===== config.mk =====
export PLATFORM = sky130hd
export DESIGN_NAME = muldiv_sequencer_flat
export DESIGN_NICKNAME = d
export VERILOG_FILES = /design/src/rtl/muldiv_pkg.sv /design/src/rtl/muldiv_sequencer_if.sv /design/src/rtl/muldiv_core.sv /design/src/rtl/muldiv_sequencer.sv /design/src/flat_wrapper.sv
export SDC_FILE = /design/constraint.sdc
export NUM_CORES = 1
export LEC_CHECK = 0
export BUFFER_PORTS_ARGS = -buffer_cell sky130_fd_sc_hd__buf_2
export CORE_UTILIZATION = 35
export DETAILED_ROUTE_END_ITERATION = 7
export HOLD_SLACK_MARGIN = 0.12
export SETUP_SLACK_MARGIN = 0.15
export SLEW_MARGIN = 20
export SYNTH_ARGS = -nofsm -noshare
export SYNTH_HDL_FRONTEND = slang
export SYNTH_SLANG_ARGS = --single-unit
export TNS_END_PERCENT = 100

===== constraint.sdc =====
create_clock -name clock -period 4.44 [get_ports clock]
set_input_delay 0.666 -clock clock [delete_from_list [all_inputs] [get_ports clock]]
set_output_delay 0.666 -clock clock [all_outputs]
set_load 0.05 [all_outputs]

===== src/rtl/muldiv_pkg.sv =====
// rtl/muldiv_pkg.sv - funct codes, FSM/op enums and decode helper for muldiv_sequencer
package muldiv_pkg;

  localparam logic [5:0] FUNCT_MULT  = 6'b011000;
  localparam logic [5:0] FUNCT_MULTU = 6'b011001;
  localparam logic [5:0] FUNCT_DIV   = 6'b011010;
  localparam logic [5:0] FUNCT_DIVU  = 6'b011011;

  typedef enum logic [1:0] {IDLE, RUN, FINISH} state_e;
  typedef enum logic {OP_MUL, OP_DIV} op_e;

  function automatic logic is_muldiv(input logic [5:0] f);
    return f inside {FUNCT_MULT, FUNCT_MULTU, FUNCT_DIV, FUNCT_DIVU};
  endfunction

endpackage


===== src/rtl/muldiv_sequencer_if.sv =====
// rtl/muldiv_sequencer_if.sv - EX-stage <-> mul/div sequencer signal bundle
interface muldiv_if #(parameter int WIDTH = 32);
  logic             start_i;
  logic [5:0]       funct_i;
  logic [WIDTH-1:0] rs_i;
  logic [WIDTH-1:0] rt_i;
  logic             hilo_rd_i;
  logic             wr_hi_i;
  logic             wr_lo_i;
  logic [WIDTH-1:0] wr_data_i;
  logic             accept_o;
  logic             busy_o;
  logic             stall_o;
  logic             done_o;
  logic             dz_o;
  logic [WIDTH-1:0] hi_o;
  logic [WIDTH-1:0] lo_o;

  modport master (
    output start_i, funct_i, rs_i, rt_i, hilo_rd_i, wr_hi_i, wr_lo_i, wr_data_i,
    input  accept_o, busy_o, stall_o, done_o, dz_o, hi_o, lo_o
  );

  modport slave (
    input  start_i, funct_i, rs_i, rt_i, hilo_rd_i, wr_hi_i, wr_lo_i, wr_data_i,
    output accept_o, busy_o, stall_o, done_o, dz_o, hi_o, lo_o
  );
endinterface


===== src/rtl/muldiv_core.sv =====
// rtl/muldiv_core.sv - shared acc/shift datapath: shift-add multiply, restoring divide
module muldiv_core
  import muldiv_pkg::*;
#(
  parameter int WIDTH = 32
) (
  input  logic             clock,
  input  logic             reset,
  input  logic             load_i,
  input  logic             step_i,
  input  op_e              op_i,
  input  logic [WIDTH-1:0] a_i,
  input  logic [WIDTH-1:0] b_i,
  output logic [WIDTH-1:0] acc_o,
  output logic [WIDTH-1:0] sh_o
);

  logic [WIDTH-1:0] acc_q, acc_d;
  logic [WIDTH-1:0] sh_q, sh_d;
  logic [WIDTH-1:0] opnd_q;
  logic [WIDTH:0]   shifted;
  logic [WIDTH+1:0] add_x, add_y, add_r;
  logic [WIDTH:0]   mul_t;
  logic             borrow;

  // One adder: product accumulate for MUL, trial subtract of the divisor for DIV.
  always_comb begin
    shifted = {acc_q, sh_q[WIDTH-1]};
    add_x   = (op_i == OP_MUL) ? {2'b00, acc_q} : {1'b0, shifted};
    add_y   = {2'b00, opnd_q};
    add_r   = (op_i == OP_MUL) ? add_x + add_y : add_x - add_y;
    borrow  = add_r[WIDTH+1];
    mul_t   = sh_q[0] ? add_r[WIDTH:0] : {1'b0, acc_q};
    if (op_i == OP_MUL) begin
      acc_d = mul_t[WIDTH:1];
      sh_d  = {mul_t[0], sh_q[WIDTH-1:1]};
    end else begin
      acc_d = borrow ? shifted[WIDTH-1:0] : add_r[WIDTH-1:0];
      sh_d  = {sh_q[WIDTH-2:0], ~borrow};
    end
  end

  always_ff @(posedge clock) begin
    if (reset) begin
      acc_q  <= '0;
      sh_q   <= '0;
      opnd_q <= '0;
    end else if (load_i) begin
      acc_q  <= '0;
      sh_q   <= a_i;
      opnd_q <= b_i;
    end else if (step_i) begin
      acc_q <= acc_d;
      sh_q  <= sh_d;
    end
  end

  assign acc_o = acc_q;
  assign sh_o  = sh_q;

endmodule


===== src/rtl/muldiv_sequencer.sv =====
// rtl/muldiv_sequencer.sv - iterative MULT/MULTU/DIV/DIVU sequencer with HI/LO and stall logic
// Optional signed MULT/DIV: define MULDIV_SIGNED_EN.
module muldiv_sequencer
  import muldiv_pkg::*;
#(
  parameter int WIDTH = 32
) (
  input  logic    clock,
  input  logic    reset,
  muldiv_if.slave bus
);

  localparam int CW = $clog2(WIDTH);

  state_e           state_q;
  op_e              op_q, op_d;
  logic [CW-1:0]    cnt_q;
  logic [WIDTH-1:0] hi_q, lo_q, rs_q;
  logic             done_q, dz_q, dz_pend_q, dz_d;
  logic             accept;
  logic [WIDTH-1:0] opa, opb;
  logic [WIDTH-1:0] core_acc, core_sh;
  logic [2*WIDTH-1:0] prod;
  logic [WIDTH-1:0] quo, rem, res_hi, res_lo;

`ifdef MULDIV_SIGNED_EN
  logic sgn, rs_neg, rt_neg;
  logic neg_res_q, neg_rem_q;
`endif

  assign accept = bus.start_i & is_muldiv(bus.funct_i) & (state_q == IDLE);
  assign op_d   = bus.funct_i[1] ? OP_DIV : OP_MUL;
  assign dz_d   = (op_d == OP_DIV) && (bus.rt_i == '0);

  // Signed ops run on magnitudes; result signs are fixed up in FINISH.
  always_comb begin
`ifdef MULDIV_SIGNED_EN
    sgn    = ~bus.funct_i[0];
    rs_neg = sgn & bus.rs_i[WIDTH-1];
    rt_neg = sgn & bus.rt_i[WIDTH-1];
    opa    = rs_neg ? -bus.rs_i : bus.rs_i;
    opb    = rt_neg ? -bus.rt_i : bus.rt_i;
`else
    opa    = bus.rs_i;
    opb    = bus.rt_i;
`endif
  end

  muldiv_core #(.WIDTH(WIDTH)) u_core (
    .clock  (clock),
    .reset  (reset),
    .load_i (accept),
    .step_i (state_q == RUN),
    .op_i   (op_q),
    .a_i    (opa),
    .b_i    (opb),
    .acc_o  (core_acc),
    .sh_o   (core_sh)
  );

  always_comb begin
    prod = {core_acc, core_sh};
    quo  = core_sh;
    rem  = core_acc;
`ifdef MULDIV_SIGNED_EN
    if (neg_res_q) begin
      prod = -prod;
      quo  = -quo;
    end
    if (neg_rem_q) rem = -rem;
`endif
    if (dz_pend_q) begin
      res_hi = rs_q;
      res_lo = {WIDTH{1'b1}};
    end else if (op_q == OP_DIV) begin
      res_hi = rem;
      res_lo = quo;
    end else begin
      res_hi = prod[2*WIDTH-1:WIDTH];
      res_lo = prod[WIDTH-1:0];
    end
  end

  always_ff @(posedge clock) begin
    if (reset) begin
      state_q   <= IDLE;
      op_q      <= OP_MUL;
      cnt_q     <= '0;
      hi_q      <= '0;
      lo_q      <= '0;
      rs_q      <= '0;
      done_q    <= 1'b0;
      dz_q      <= 1'b0;
      dz_pend_q <= 1'b0;
`ifdef MULDIV_SIGNED_EN
      neg_res_q <= 1'b0;
      neg_rem_q <= 1'b0;
`endif
    end else begin
      done_q <= 1'b0;
      case (state_q)
        IDLE: begin
          if (accept) begin
            op_q      <= op_d;
            rs_q      <= bus.rs_i;
            cnt_q     <= CW'(WIDTH - 1);
            dz_q      <= 1'b0;
            dz_pend_q <= dz_d;
            state_q   <= dz_d ? FINISH : RUN;
`ifdef MULDIV_SIGNED_EN
            neg_res_q <= rs_neg ^ rt_neg;
            neg_rem_q <= rs_neg;
`endif
          end else begin
            if (bus.wr_hi_i) hi_q <= bus.wr_data_i;
            if (bus.wr_lo_i) lo_q <= bus.wr_data_i;
          end
        end
        RUN: begin
          cnt_q <= cnt_q - 1'b1;
          if (cnt_q == '0) state_q <= FINISH;
        end
        FINISH: begin
          hi_q    <= res_hi;
          lo_q    <= res_lo;
          dz_q    <= dz_pend_q;
          done_q  <= 1'b1;
          state_q <= IDLE;
        end
        default: state_q <= IDLE;
      endcase
    end
  end

  assign bus.accept_o = accept;
  assign bus.busy_o   = (state_q != IDLE);
  assign bus.stall_o  = bus.busy_o & (bus.start_i | bus.hilo_rd_i | bus.wr_hi_i | bus.wr_lo_i);
  assign bus.done_o   = done_q;
  assign bus.dz_o     = dz_q;
  assign bus.hi_o     = hi_q;
  assign bus.lo_o     = lo_q;

endmodule


===== src/flat_wrapper.sv =====
// flat-port wrapper written by rule: the top's interface ports become plain ports
module muldiv_sequencer_flat import muldiv_pkg::*;
#(
  parameter int WIDTH = 32
)
  (clock, reset, bus_start_i, bus_funct_i, bus_rs_i, bus_rt_i, bus_hilo_rd_i, bus_wr_hi_i, bus_wr_lo_i, bus_wr_data_i, bus_accept_o, bus_busy_o, bus_stall_o, bus_done_o, bus_dz_o, bus_hi_o, bus_lo_o);
  muldiv_if #(.WIDTH(WIDTH)) bus_i ();
  input  logic clock;
  input  logic reset;
  input wire logic [$bits(bus_i.start_i)-1:0] bus_start_i;
  input wire logic [$bits(bus_i.funct_i)-1:0] bus_funct_i;
  input wire logic [$bits(bus_i.rs_i)-1:0] bus_rs_i;
  input wire logic [$bits(bus_i.rt_i)-1:0] bus_rt_i;
  input wire logic [$bits(bus_i.hilo_rd_i)-1:0] bus_hilo_rd_i;
  input wire logic [$bits(bus_i.wr_hi_i)-1:0] bus_wr_hi_i;
  input wire logic [$bits(bus_i.wr_lo_i)-1:0] bus_wr_lo_i;
  input wire logic [$bits(bus_i.wr_data_i)-1:0] bus_wr_data_i;
  output wire logic [$bits(bus_i.accept_o)-1:0] bus_accept_o;
  output wire logic [$bits(bus_i.busy_o)-1:0] bus_busy_o;
  output wire logic [$bits(bus_i.stall_o)-1:0] bus_stall_o;
  output wire logic [$bits(bus_i.done_o)-1:0] bus_done_o;
  output wire logic [$bits(bus_i.dz_o)-1:0] bus_dz_o;
  output wire logic [$bits(bus_i.hi_o)-1:0] bus_hi_o;
  output wire logic [$bits(bus_i.lo_o)-1:0] bus_lo_o;
  assign bus_i.start_i = bus_start_i;
  assign bus_i.funct_i = bus_funct_i;
  assign bus_i.rs_i = bus_rs_i;
  assign bus_i.rt_i = bus_rt_i;
  assign bus_i.hilo_rd_i = bus_hilo_rd_i;
  assign bus_i.wr_hi_i = bus_wr_hi_i;
  assign bus_i.wr_lo_i = bus_wr_lo_i;
  assign bus_i.wr_data_i = bus_wr_data_i;
  assign bus_accept_o = bus_i.accept_o;
  assign bus_busy_o = bus_i.busy_o;
  assign bus_stall_o = bus_i.stall_o;
  assign bus_done_o = bus_i.done_o;
  assign bus_dz_o = bus_i.dz_o;
  assign bus_hi_o = bus_i.hi_o;
  assign bus_lo_o = bus_i.lo_o;
  muldiv_sequencer #(.WIDTH(WIDTH)) u_core (.clock(clock), .reset(reset), .bus(bus_i));
endmodule

==> impl_results.md, run 1 <==
- Die outline width: 189 µm
- Via count: 11900
- Post-layout min period: 4240 ps
- Worst hold path type: input pin to register
- Kind of critical path: register to register
- Die height: 189 µm
- Area Overhead vs Synth: 22.8%
- DIE AREA: 0.0356 mm²
- Max Slew Vio Count: 0
- Largest net degree at the start of global routing: 106
- Core Area: 0.0339 mm²
- Reg2reg setup slack: 200 ps
- Seq/Total Area, Yosys: 0.333
- Slew @ Worst Pin: 1140 ps
- Ant diodes: 0
- Num CTS Buffers: 24
- WL final: 38000 µm
- NumNets Final: 1840
- Synth Area in Compound Gates: 0.253
- Achievable Freq: 0.236 GHz
- Synthesized area: 0.0122 mm²
- Worst vdd ir: 0.249 mV
- Most frequent cells in the layout: 278 x nand2_1, 200 x a21oi_1, 198 x dfxtp_1
- Layout cell share with drive strength beyond 1: 0.258
- Post-synthesis mux area share: 0.110
- Congestion Overflow GR: 0
- Register bit total from synthesis: 203
- Starting Density: 0.360
- Synth Instances: 1538
- Drt first pass iters: 5
- Fill count: 3393
- Worst-path fanout max: 4
- Post-synth net total: 1682
- Hold_sp: bus_rt_i[22]
- Hold buffers post-CTS: 0
- Max cap viols: 0
- Vias in the first global route: 10600
- Reg2reg start: u_core.u_core.opnd_q[2]
- Netlist cell types: 84
- Via/cell ratio: 5.49
- Status: finished, final reports clean
- # setup viols final: 0
- Setup crit end kind: register
- Post-synth EDFFs: 0
- PwrDens: 340 mW/mm²
- RSZ-0062 raised after global routing: true
- Drt wl/cell: 17.6 µm
- Simple-gate share of the synthesized area: 0.178
- Worst path slowest cell: or4_4
- GPL Wtd Cong: 0.863
- Crit-path cells: or4_4 -> nor4_4 -> nand2_2 -> o21a_1 -> xnor2_2 -> ha_1 -> and3_1 -> and3_1 -> o31ai_4 -> a21oi_1 -> or4_4 -> a221oi_2 -> xnor2_1 -> a221oi_1 -> a211oi_1
- Hold Path End: u_core.u_core.opnd_q[22]
- Commonest non-fill, non-tap cell in the layout: nand2_1
- Worst setup SP type: register
- Clock Tree Buf Depth: 3
- Ys Warns: 0
- Worst-path clk slew: 60 ps
- Avg Cell Area, Syn: 7.93 µm²
- Async SR Flop Fraction: 0
- DRT iter0 DRCs: 847
- First-pass GRT wire length: 58500 µm
- CP required: 4810 ps
- Largest family of logic cells by synthesized area: compound AO/OA/AOI/OAI gates
- TritonCTS Sinks: 203
- Critical path arrival: 4610 ps
- Crit-path max cell delay: 570 ps
- Adder-Cell Fraction of Synth Area: 0.0376
- Hold path depth: 3
- Primary FF master, synth: dfxtp_1
- CTS tree: yes
- Clock root buffer: clkbuf_16
- Worst rel slew slack: 0.230
- I/O pin count: 177
- R2R Path End: u_core.u_core.acc_o[19]
- Final Hold Vio Count: 0
- Worst skew pair latency: 530 ps
- Cells on worst reg2reg path: 15
- Synth Area in XOR/XNOR: 0.0424
- Drc violations: 0
- PnR Total Power: 5090 µW
- Worst-case clock skew: 13.0 ps
- Final Cycle Share: 0.955
- Leakage: 0.00597 µW
- Row Count: 67
- Total track usage: 0.200
- Post-route ant nets: 0
- H-tree Lvls: 1
- Port Buffers: 175
- Initial antenna violation count: 0
- Total negative slack: 0 ps
- DPL Wire Length: 26800 µm
[routing by layer]
layer	up-vias	track usage	wire (µm)
met3	48	0.0238	2310
li1	5861	-	-
met1	5557	0.310	19100
met4	0	0.0440	791
met2	395	0.291	15800
met5	-	0	0
[flip-flops by register name (all words and copies together) (netlist names)]
register / flops
u_core.rs_q: 32
u_core.u_core.acc_o: 32
u_core.state_q: 2
u_core.u_core.sh_o: 32
u_core.op_q: 1
u_core.bus.done_o: 1
u_core.cnt_q: 5
u_core.u_core.opnd_q: 32
u_core.dz_pend_q: 1
u_core.bus.lo_o: 32
u_core.bus.dz_o: 1
u_core.bus.hi_o: 32
[synthesized netlist by cell type (5+ instances only)]
cell type / count / area share
a211oi_1: 47 / 0.029
a21o_1: 17 / 0.010
a21oi_1: 205 / 0.084
a22o_1: 7 / 0.0050
a31oi_1: 36 / 0.018
and2_1: 5 / 0.0026
and3_1: 8 / 0.0041
buf_1: 18 / 0.0055
buf_2: 6 / 0.0025
clkbuf_1: 82 / 0.025
dfxtp_1: 203 / 0.33
ha_1: 35 / 0.036
inv_1: 24 / 0.0074
mux2_2: 67 / 0.062
mux2i_1: 58 / 0.048
nand2_1: 279 / 0.086
nand2b_1: 10 / 0.0051
nand3_1: 10 / 0.0041
nor2_1: 122 / 0.038
nor2b_1: 10 / 0.0051
nor3_1: 18 / 0.0074
nor4_1: 13 / 0.0067
o211ai_1: 7 / 0.0043
o21a_1: 8 / 0.0049
o21ai_0: 39 / 0.016
o21ai_1: 7 / 0.0029
o221ai_1: 33 / 0.024
o31ai_1: 5 / 0.0031
or3_1: 5 / 0.0026
xnor2_1: 45 / 0.032
xor2_1: 14 / 0.010
[report_power, final]
group	switching, µW	internal, µW	total (µW)
Sequential	35.8	1870	1910
Combinational	732	466	1200
Clock	810	1180	1990
[cell type report]
cell class,instances,area (µm²),share of cell area
repair buffers,244,1490,0.0993
flip-flops and latches,203,4070,0.272
clock inverters,13,130,0.00870
multi-input cells,1198,7950,0.532
clock buffers,31,667,0.0446
well taps,448,561,0.0375
inverters,25,93.8,0.00627
[what timing repair did]
action	CTS	global route
resized for setup	5	77
gates cloned	0	1
endpoints found under the setup margin	7	31
buffers inserted	2	20
pin swaps	2	27
[cells by family after synthesis]
logic type | after synthesis
buffers and inverters | 137
and+or+nand+nor | 503
adders and majority gates | 36
xor gates and xnor gates | 59
muxes | 126
AOI/OAI and AO/OA | 474
DFF | 203
[worst max-delay path by stage]
stage                            startpoint                 endpoint  slack, ps  depth (start not counted)
global route        u_core.u_core.opnd_q[2]  u_core.u_core.acc_o[31]          3                         17
CTS                 u_core.u_core.opnd_q[2]  u_core.u_core.acc_o[30]        150                         18
floorplan                       u_core.op_q  u_core.u_core.acc_o[14]        220                         19
detailed placement  u_core.u_core.opnd_q[2]  u_core.u_core.acc_o[22]         70                         18
global placement    u_core.u_core.opnd_q[2]  u_core.u_core.acc_o[31]         90                         17
finish              u_core.u_core.opnd_q[2]  u_core.u_core.acc_o[19]        200                         15
[critical path, delay by kind of cell, from the launching register on]
family	cells	cell delay (ps)
AND/OR/NAND/NOR	6	1860
AO/OA/AOI/OAI	6	1260
XOR/XNOR	2	320
adder cells (fa/ha/maj)	1	320
flip-flops	1	310
[per-stage QoR]
| stage | setup WS, ps | area, µm² | utilization | hold WS [ps] | instances |
|---|---|---|---|---|---|
| global route | 2.99 | 15000 | 0.442 | 396 | 2162 |
| detailed placement | 73.6 | 13600 | 0.401 | 443 | 2094 |
| finish | 202 | 15000 | 0.442 | 390 | 2162 |
| global placement | 93.7 | 13600 | 0.401 | 436 | 2094 |
| CTS | 145 | 14400 | 0.426 | 371 | 2140 |
| floorplan | 217 | 12200 | - | 432 | 1538 |
No activity file was read; power rests on OpenSTA's default activity.
==> run 2: changes to the inputs <==
==> constraint.sdc (replaced) <==
create_clock -name clock -period 3.9 [get_ports clock]
set_input_delay 0.585 -clock clock [delete_from_list [all_inputs] [get_ports clock]]
set_output_delay 0.585 -clock clock [all_outputs]
set_load 0.05 [all_outputs]
==> impl_results.md, run 2 (same netlist as run 1, synthesis figures left out) <==
- # setup viols final: 33 (+33)
- DPL Wire Length: 28000 µm (+4.2%)
- Die outline width: 189 µm (unchanged)
- Worst Setup Slack, final: -294 ps (-496 ps)
- Commonest non-fill, non-tap cell in the layout: nand2_1
- Final instance area: 0.0163 mm² (+8.8%)
- Stages on worst setup path: 17 (+2)
- Critical path arrival: 4610 ps (about the same)
- Final Hold Vio Count: 0 (unchanged)
- Worst-path fanout max: 5 (+1)
- TritonCTS Sinks: 203 (unchanged)
- Crit-path cells: or4_4 -> nor4_4 -> nand2_2 -> o21a_1 -> xnor2_2 -> ha_4 -> and3_4 -> and3_4 -> o31ai_4 -> buf_4 -> a21oi_2 -> or4_4 -> a221oi_4 -> xnor2_2 -> mux2i_2 -> nand3_1 -> and3_1
- PwrDens: 365 mW/mm² (+7.2%)
- Met2 routed wirelength: 17100 µm (+8.1%)
- Hold buffers post-CTS: 0 (unchanged)
- Fill count: 3251 (-4.2%)
- Post-layout min period: 4190 ps (-44.4 ps)
- Drt wl/cell: 17.3 µm (-1.7%)
- Crit-path max cell delay: 580 ps (about the same)
- Num CTS Buffers: 24 (unchanged)
- Worst setup SP type: register
- DIE AREA: 0.0356 mm² (unchanged)
- Max Used Layer: met4
- CP required: 4310 ps (-500 ps)
- Clock root buffer: clkbuf_16
- CTS tree: yes
- Kind of critical path: register to register
- Via count: 12400 (+4.6%)
- Max Slew Vio Count: 0 (unchanged)
- Cells on worst reg2reg path: 17 (+2)
- Worst-case clock skew: 17.8 ps (+4.82 ps)
- Slew @ Worst Pin: 1130 ps (-9.26 ps)
- Most frequent cells in the layout: 274 x nand2_1, 199 x dfxtp_1, 189 x a21oi_1
- Worst skew pair latency: 530 ps (about the same)
- Clock Tree Buf Depth: 3 (unchanged)
- Drc violations: 0 (unchanged)
- Ant diodes: 0 (unchanged)
- Layout cell share with drive strength beyond 1: 0.328 (+0.0698)
- Hold path depth: 3 (unchanged)
- DRT iter0 DRCs: 985 (+16%)
- Top cell family by delay on the critical path: simple AND/OR/NAND/NOR gates
- Achievable Freq: 0.238 GHz (+1.1%)
- Metal1 wirelength: 19200 µm (+0.41%)
- Via/cell ratio: 5.42 (-1.2%)
- Die height: 189 µm (unchanged)
- Port Buffers: 175 (unchanged)
- Worst-path clk slew: 70 ps (about the same)
- Post-route ant nets: 0 (unchanged)
- Core Area: 0.0339 mm² (unchanged)
- Row Count: 67 (unchanged)
- Max cap viols: 0 (unchanged)
- Worst vdd ir: 0.233 mV (-6.5%)
- First-pass GRT wire length: 62100 µm (+6.1%)
- Failing checks: negative setup slack
- NumNets Final: 1968 (+7.0%)
- Final Util: 0.481 (+0.0389)
- Setup crit end kind: register
- Congestion Overflow GR: 0 (unchanged)
- Starting Density: 0.360 (unchanged)
- Leakage: 0.00669 µW (+12%)
- Placed Area: 0.0145 mm² (+7.0%)
- Worst Path Buf+Inv: 1 (+1)
- GPL Wtd Cong: 0.856 (-0.82%)
- WL final: 39600 µm (+4.1%)
- H-tree Lvls: 1 (unchanged)
- Worst hold path type: input pin to register
- Status: finished, violations left
- Worst path slowest cell: or4_4
- Drt first pass iters: 5 (unchanged)
- Initial antenna violation count: 0 (unchanged)
- Final Cycle Share: 1.08 (+0.121)
- I/O pin count: 177 (unchanged)
- Vias in the first global route: 11600 (+8.9%)
- Area Overhead vs Synth: 33.6%
- Total track usage: 0.213 (+0.0123)
- Met3 WL: 2420 µm (+4.8%)
- RSZ-0062 raised after global routing: true
- Worst rel slew slack: 0.236 (+0.00625)
- Largest net degree at the start of global routing: 104 (-1.9%)
run 2: per-layer routing:
layer / GRT usage / up-vias
met4: 0.0524 / 0
met1: 0.315 / 5803
met2: 0.326 / 419
met3: 0.0233 / 57
li1: - / 6126
met5: 0 / -
run 2: final timing paths:
path                                         startpoint                       end  slack [ps]
worst max-delay path            u_core.u_core.opnd_q[5]   u_core.u_core.acc_o[20]        -290
worst min register to register      u_core.bus.lo_o[18]       u_core.bus.lo_o[18]         450
worst min-delay path                       bus_rt_i[20]  u_core.u_core.opnd_q[20]         310
worst max register to register  u_core.u_core.opnd_q[5]   u_core.u_core.acc_o[20]        -290
run 2: what timing repair did:
action,in CTS,in global routing
endpoints found under the hold margin,0,0
setup buffers,25,18
pin swaps,73,48
setup endpoints to repair,33,33
cloned,3,1
gates resized for setup,57,66
run 2: power by group:
group / internal [µW] / switching [µW]
logic: 711 / 910
registers: 2130 / 38.7
clock network: 1230 / 917
run 2: per-stage QoR:
stage / TNS (ps) / worst slack [ps] / std cells / hold WS (ps) / power, µW
detailed placement: -8840 / -452 / 2199 / 443 / 3600
CTS: -7270 / -292 / 2269 / 303 / 5850
global route: -13680 / -487 / 2288 / 321 / 6180
floorplan: -1330 / -126 / 1538 / 432 / 3120
finish: -7010 / -294 / 2288 / 313 / 5940
global placement: -6470 / -388 / 2199 / 436 / 3590
run 2: area by class of cell:
cell class	instances	area [µm²]	area share
well taps	448	561	0.0344
repair buffers	372	2570	0.158
clock buffers	34	689	0.0423
inverters	25	93.8	0.00576
clock inverters	8	53.8	0.00330
multi-input cells	1198	8240	0.506
flip-flops and latches	203	4070	0.250
run 2: tightest hold or removal path, stage by stage:
cell and delay (ps):
buf_2 100, nand2_1 50, a21oi_1 50
